--- src/rtl/rf_wb_arbiter.sv ---
// Register-file write-port arbiter: writeback has priority, long-latency results queue in a FIFO.
// Optional same-cycle bypass of an empty FIFO when RF_ARB_BYPASS_EN is defined.
module rf_wb_arbiter #(
    parameter int unsigned DEPTH = 2
) (
    input  logic        clk,
    input  logic        rst,
    input  logic        wb_we,
    input  logic [4:0]  wb_wa,
    input  logic [31:0] wb_wd,
    input  logic        lu_valid,
    input  logic [4:0]  lu_wa,
    input  logic [31:0] lu_wd,
    output logic        lu_ready,
    input  logic        issue_valid,
    input  logic [4:0]  issue_wa,
    input  logic [4:0]  chk_ra0,
    input  logic [4:0]  chk_ra1,
    input  logic [4:0]  chk_wa,
    output logic        stall,
    output logic        rf_we,
    output logic [4:0]  rf_wa,
    output logic [31:0] rf_wd,
    output logic [31:0] sb_busy
);
    localparam int unsigned AW = $clog2(DEPTH);
    localparam int unsigned PW = AW + 1;

    typedef struct packed {
        logic [4:0]  wa;
        logic [31:0] wd;
    } lu_entry_t;

    lu_entry_t       mem [DEPTH];
    lu_entry_t       head;
    logic [PW-1:0]   wr_ptr;
    logic [PW-1:0]   rd_ptr;
    logic [31:0]     busy;
    logic [31:0]     busy_nxt;
    logic            empty;
    logic            full;
    logic            port_free;
    logic            pop;
    logic            push;
    logic            byp;
    logic            clr_en;

    // Pointer MSBs differ with equal index bits only when the FIFO is full.
    assign empty     = (wr_ptr == rd_ptr);
    assign full      = (wr_ptr[PW-1] != rd_ptr[PW-1]) && (wr_ptr[AW-1:0] == rd_ptr[AW-1:0]);
    assign port_free = !(wb_we && (wb_wa != 5'd0));
    assign head      = mem[rd_ptr[AW-1:0]];
    assign pop       = !rst && port_free && !empty;
    assign lu_ready  = !full && !rst;

`ifdef RF_ARB_BYPASS_EN
    assign byp = !rst && port_free && empty && lu_valid;
`else
    assign byp = 1'b0;
`endif

    assign push = lu_valid && lu_ready && !byp;

    // Write-port mux: writeback, then FIFO head, then bypassed result.
    always_comb begin
        rf_we = 1'b0;
        rf_wa = 5'd0;
        rf_wd = 32'd0;
        if (rst) begin
            rf_we = 1'b0;
        end else if (!port_free) begin
            rf_we = 1'b1;
            rf_wa = wb_wa;
            rf_wd = wb_wd;
        end else if (pop) begin
            rf_we = (head.wa != 5'd0);
            rf_wa = head.wa;
            rf_wd = head.wd;
        end else if (byp) begin
            rf_we = (lu_wa != 5'd0);
            rf_wa = lu_wa;
            rf_wd = lu_wd;
        end
    end

    // Any port write while the port is free is a long-latency retire.
    assign clr_en = !rst && port_free && rf_we;

    // Clear then set so an issue to the retiring register keeps it busy.
    always_comb begin
        busy_nxt = busy;
        if (clr_en) busy_nxt[rf_wa] = 1'b0;
        if (issue_valid && (issue_wa != 5'd0)) busy_nxt[issue_wa] = 1'b1;
        busy_nxt[0] = 1'b0;
    end

    always_ff @(posedge clk) begin
        if (rst) begin
            wr_ptr <= '0;
            rd_ptr <= '0;
            busy   <= 32'd0;
        end else begin
            wr_ptr <= wr_ptr + PW'(push);
            rd_ptr <= rd_ptr + PW'(pop);
            busy   <= busy_nxt;
        end
    end

    always_ff @(posedge clk) begin
        if (push) mem[wr_ptr[AW-1:0]] <= '{wa: lu_wa, wd: lu_wd};
    end

    assign sb_busy = rst ? 32'd0 : busy;
    assign stall   = !rst && (busy[chk_ra0] | busy[chk_ra1] | busy[chk_wa]);

endmodule

--- config.mk ---
export PLATFORM = sky130hd
export DESIGN_NAME = rf_wb_arbiter
export DESIGN_NICKNAME = d
export VERILOG_FILES = /design/src/rtl/rf_wb_arbiter.sv
export SDC_FILE = /design/constraint.sdc
export NUM_CORES = 1
export LEC_CHECK = 0
export CAP_MARGIN = 20
export CORE_MARGIN = 5
export CORE_UTILIZATION = 51
export CTS_BUF_LIST = sky130_fd_sc_hd__clkbuf_4 sky130_fd_sc_hd__clkbuf_8 sky130_fd_sc_hd__clkbuf_16
export DETAILED_ROUTE_END_ITERATION = 8
export PLACE_DENSITY = 0.88
export SETUP_SLACK_MARGIN = 0.5
export SLEW_MARGIN = 20
export SYNTH_ARGS = -nofsm -noshare
export SYNTH_HDL_FRONTEND = slang
export SYNTH_SLANG_ARGS = --single-unit
--- constraint.sdc ---
create_clock -name clk -period 6.05 [get_ports clk]
set_input_delay 1.21 -clock clk [delete_from_list [all_inputs] [get_ports clk]]
set_output_delay 1.21 -clock clk [all_outputs]
set_load 0.02 [all_outputs]
Word level (Yosys, flattened, before mapping)
Memories as Yosys holds them, arrays and structs flattened. A register that Yosys moved wholly into a read port is not among the register bits.
Cells that the tools add are included.

word-level totals
  output and inout port bits = 72
  RAM bits = 74
  input bits = 99
  word-level logic and storage cells = 65
  register bits = 36
  memories = 1

cells by class
  mux-type cells = 25
  $lt $le $gt $ge = 7
  bitwise logic cells = 5
  equal/unequal tests = 3
  reductions and logical operators = 18
  add/sub/neg operators = 2

memories
  memory  words  width  rd ports  clocked after memory_dff  write ports  RTL line  text
  mem     2      37     1         1                         1            34        lu_entry_t mem [DEPTH];

operator list
  cell                number
  $mux 32             6
  $and 32x32->32      1
  $not 32->32         1
  $or 32x32->32       1
  $lt 5x6->1 const B  5
  $bmux 1 s5          3
  $mux 5              3
  $reduce_bool 5->1   3
  $logic_and 1x1->1   11
  $mux 1              11
  $demux 1 s5         2
  $ge 5x1->1 const B  2
  $add 2x1->2         2
  $logic_not 1->1     4
  $eq 2x2->1          1
  $or 1x1->1          2
  $eq 1x1->1          1
  $ne 1x1->1          1

Depth between registers and ports, before layout
  depth in word-level cells = 17
  depth in mapped cells = 8
  gate-level depth less buffers = 7

Worst setup path before layout
Ideal clock, no wire load.

  path type = input-to-output
  start point = in chk_ra1[0]
  end point = out stall
  arrival = 2.954 ns
  required time = 4.840 ns
  stages = 6
  buffers on the path = 1
  slack = 1.886 ns
  cells stage by stage = buf_6 > mux4_2 > o211a_1 > or4_1 > nor4_1 > a31oi_1

on the way
  longest elaborated chain between the ends = 5

RTL lines
  item                          RTL line  text
  from (decl)                   18        input logic [4:0] chk_ra1,
  $bmux 1 s5                    114       assign stall = !rst && (busy[chk_ra0] | busy[chk_ra1] | busy[chk_wa]);
  $mux 1 (not written as such)  114
  $or 1x1->1 (2 in a row)       114
  $logic_and 1x1->1             114
  to (decl)                     20        output logic stall,

Every way passes these cells. The select of a mux whose other input is x is not followed.

Final worst setup path
  start point = in chk_wa[1]
  end point = out stall

on the way
  longest elaborated chain between the ends = 4

RTL lines
  item                          RTL line  text
  from (decl)                   19        input logic [4:0] chk_wa,
  $bmux 1 s5                    114
  $mux 1 (not written as such)  114
  $or 1x1->1                    114
  $logic_and 1x1->1             114

Every way passes these cells. The select of a mux whose other input is x is not followed.

==> flow_metrics.env <==
export IMPL_min_from="rd_ptr[1]"
export IMPL_synthAdderAreaFrac=0.00658
export IMPL_cp_start_kind="input pin"
export IMPL_antenna_found_initial=0
export IMPL_drt_met1_wl_um=6290
export IMPL_ys_seq_area_frac=0.512
export IMPL_crit_chain="dlygate4sd2_1 > mux2_2 > a221oi_1 > a2111oi_0 > or4_1 > nor4_1 > a31oi_1 > clkdlybuf4s50_1"
export IMPL_grt_setup_unrepaired="no"
export IMPL_synthSimpleGateAreaFrac=0.130
export IMPL_layout_drive_gt1_share=0.117
export IMPL_ctsHoldBuffers=0
export IMPL_finalWirelength_um=16800
export IMPL_port_buffer_count=169
export IMPL_reg2reg_to="wr_ptr[1]"
export IMPL_post_synth_top_area_fraction=0.389
export IMPL_synth_compound_area_frac=0.151
export IMPL_cts_root_buffer="clkbuf_8"
export IMPL_cts_sinks=109
export IMPL_syn_area_mm2=0.00571
export IMPL_slew_headroom=0.364
export IMPL_min_period_ns=5.35
export IMPL_cp_end_kind="primary output"
export IMPL_tritoncts="yes"
export IMPL_drv_slew=0
export IMPL_grt_overflow_total=0
export IMPL_report_final_hold_viol_count=0
export IMPL_synth_most_common_cell="edfxtp_1"
export IMPL_path_class="input pin to primary output"
export IMPL_place_area_mm2=0.00747
export IMPL_worst_path_max_delay_cell="dlygate4sd2_1"
export IMPL_cp_required_ns=4.84
export IMPL_hold_depth=2
export IMPL_post_route_cell_area_mm2=0.00768
export IMPL_antenna_cells=0
export IMPL_syn2layout_area_growth_pct=34.6
export IMPL_p_leak_nw=2.62
export IMPL_critPathMaxFanout=12
export IMPL_hold_end="rd_ptr[1]"
export IMPL_die_height_um=116
export IMPL_fmax_mhz=187
export IMPL_clk_pin_slew_worst_paths_ns=0.09
export IMPL_ant_nets=0
export IMPL_track_usage=0.255
export IMPL_layout_nets=755
export IMPL_ios=171
export IMPL_via_count=4881
export IMPL_critPathArrivalTime_ns=4.14
export IMPL_cts_made_buffers=9
export IMPL_grt_max_degree=78
export IMPL_top_layer_used="met4"
export IMPL_reg2reg_depth=7
export IMPL_clk_insertion_delay_late_ns=0.37
export IMPL_wl_met3_um=1850
export IMPL_fin_skew_ns=0.00717
export IMPL_synth_seq_cells=109
export IMPL_remaining_drc_errors=0
export IMPL_grt_pass1_wl_um=26300
export IMPL_yosysTopAreaCell="edfxtp_1"
export IMPL_hp_class="register to register"
export IMPL_synth_xor_area_share=0.00614
export IMPL_grt_pass1_vias=4940
export IMPL_synthMuxAreaShare=0.164
export IMPL_period_share=0.885
export IMPL_gp_congestion=0.946
export IMPL_synthFlopType="edfxtp_1"
export IMPL_synth_commonest_cells="edfxtp_1, nor2_1, o21ai_1, nor2b_1, mux2_2"
export IMPL_avgSynthCellArea_um2=11.4
export IMPL_core_region_area_mm2=0.0109
export IMPL_crit_path_max_incr_delay_ns=0.60
export IMPL_syn_inst=500
export IMPL_r2r_start="rd_ptr[0]"
export IMPL_yosysWarnings=0
export IMPL_cap_violations=0
export IMPL_timing_reg2reg_setup_slack_ns=3.41
export IMPL_die_area_mm2=0.0134
export IMPL_dpl_hpwl_um=12600
export IMPL_status="finished, final reports clean"
export IMPL_first_pass_iters=7
export IMPL_synthArstFlopShare=0
export IMPL_rows=38
export IMPL_synth_edf_count=74
export IMPL_syn_num_nets=602
export IMPL_wl_met2_um=8240
export IMPL_report_power_total_mw=1.60
export IMPL_via_per_inst=6.12
export IMPL_synth_top_family_by_area="multiplexers"
export IMPL_ir_drop_mv=0.139
export IMPL_ys_types=53
export IMPL_worst_pin_slew_ns=0.955
export IMPL_yosys_top_cells_area="edfxtp_1, dfxtp_1, mux2_2, mux4_2, a22oi_1"
export IMPL_wire_per_inst_um=21.1
export IMPL_fp_dieW_um=116
export IMPL_initial_core_util=0.524
export IMPL_power_density_mw_per_mm2=208
export IMPL_drtIter0Drc=481
export IMPL_clockBufferDepth=2
export IMPL_final_setup_viol_count=0
export IMPL_holdWs_ns=0.543
export IMPL_setup_tns_ns=0
export IMPL_htree_levels=3
[worst max-delay path, delay by kind of cell]
family                 cells  cell delay, ns
AO/OA/AOI/OAI              3            0.55
multiplexers               1            0.41
AND/OR/NAND/NOR            2            0.78
buffers and inverters      2            1.18
[cells by family (layout without fill, tap and decap cells)]
group                    count (synthesis)  after routing
buffers and inverters                   39            197
adder cells (fa/ha/maj)                  3              3
flip-flops                             109            109
AND/OR/NAND/NOR                        146            146
XOR/XNOR                                 4              4
AO/OA/AOI/OAI                          129            129
other                                    1              1
multiplexers                            69             69
[report_power, final]
part	leakage, nW	internal (mW)	switching [mW]
Clock	0.105	0.240	0.237
Combinational	1.55	0.144	0.151
Sequential	0.962	0.821	0.00851
Total	2.62	1.20	0.396
[metrics by stage]
stage / worst slack (ns) / std cells / utilization
2_1_floorplan: 1.89 / 500 / -
4_1_cts: 0.587 / 798 / 0.705
6_report: 0.697 / 798 / 0.706
3_5_place_dp: 0.450 / 782 / 0.686
5_1_grt: 0.560 / 798 / 0.706
3_3_place_gp: 0.591 / 782 / 0.686
[worst max-delay path by stage]
stage	start	endpoint	slack [ns]	depth (start not counted)
global placement	chk_wa[1]	stall	0.59	8
global route	chk_wa[1]	stall	0.56	8
detailed placement	chk_wa[1]	stall	0.45	8
finish	chk_wa[1]	stall	0.70	8
floorplan	chk_ra1[0]	stall	1.89	6
CTS	chk_ra1[0]	stall	0.59	7
[metal layers]
| layer | global-route usage | up-vias |
|---|---|---|
| met5 | 0 | - |
| met4 | 0.0905 | 0 |
| met3 | 0.0700 | 40 |
| met2 | 0.427 | 299 |
| met1 | 0.319 | 2336 |
| li1 | - | 2206 |
[cells in the final DEF (no fill, tap or decap), types with 2 or more instances in the layout]
master           instances
clkdlybuf4s50_1        165
edfxtp_1                74
nor2_1                  48
o21ai_1                 38
nor2b_1                 37
mux2_2                  36
a22oi_1                 34
dfxtp_1                 34
o21ai_0                 22
nand2_1                 21
mux2i_1                 18
nand3_1                 15
mux4_2                  12
clkbuf_8                 9
inv_1                    8
a21oi_1                  7
nand3b_1                 5
xnor2_1                  4
o31ai_1                  4
buf_4                    4
nand4b_1                 3
mux4_1                   3
a31oi_1                  3
o211a_1                  3
nand4_1                  3
nand2b_1                 3
or2_1                    2
a21o_1                   2
o31ai_2                  2
nor4_1                   2
a311oi_1                 2
a2111oi_0                2
ha_2                     2
clkbuf_4                 2
bufinv_16                2
clkinv_1                 2
dlymetal6s2s_1           2
[what timing repair did]
action | in CTS | in global routing
endpoints found under the setup margin | 1 | 1
endpoints found under the hold margin | 0 | 0
resized for setup | 1 | 2
setup buffers | 0 | 0
gates cloned | 0 | 0
[state kept, by name, indices dropped and copies added, names as in the netlist]
signal / cells
mem: 74
busy: 31
rd_ptr: 2
wr_ptr: 2
[final cells by class]
cell class / count / area [um2]
clock buffer: 11 / 139
multi-input combinational: 352 / 2620
sequential: 109 / 2920
fill: 764 / 3200
timing repair buffer: 173 / 1720
tap: 140 / 175
inverter: 8 / 30.0
clock inverter: 5 / 75.1
Power figures use the tool's default switching activity.
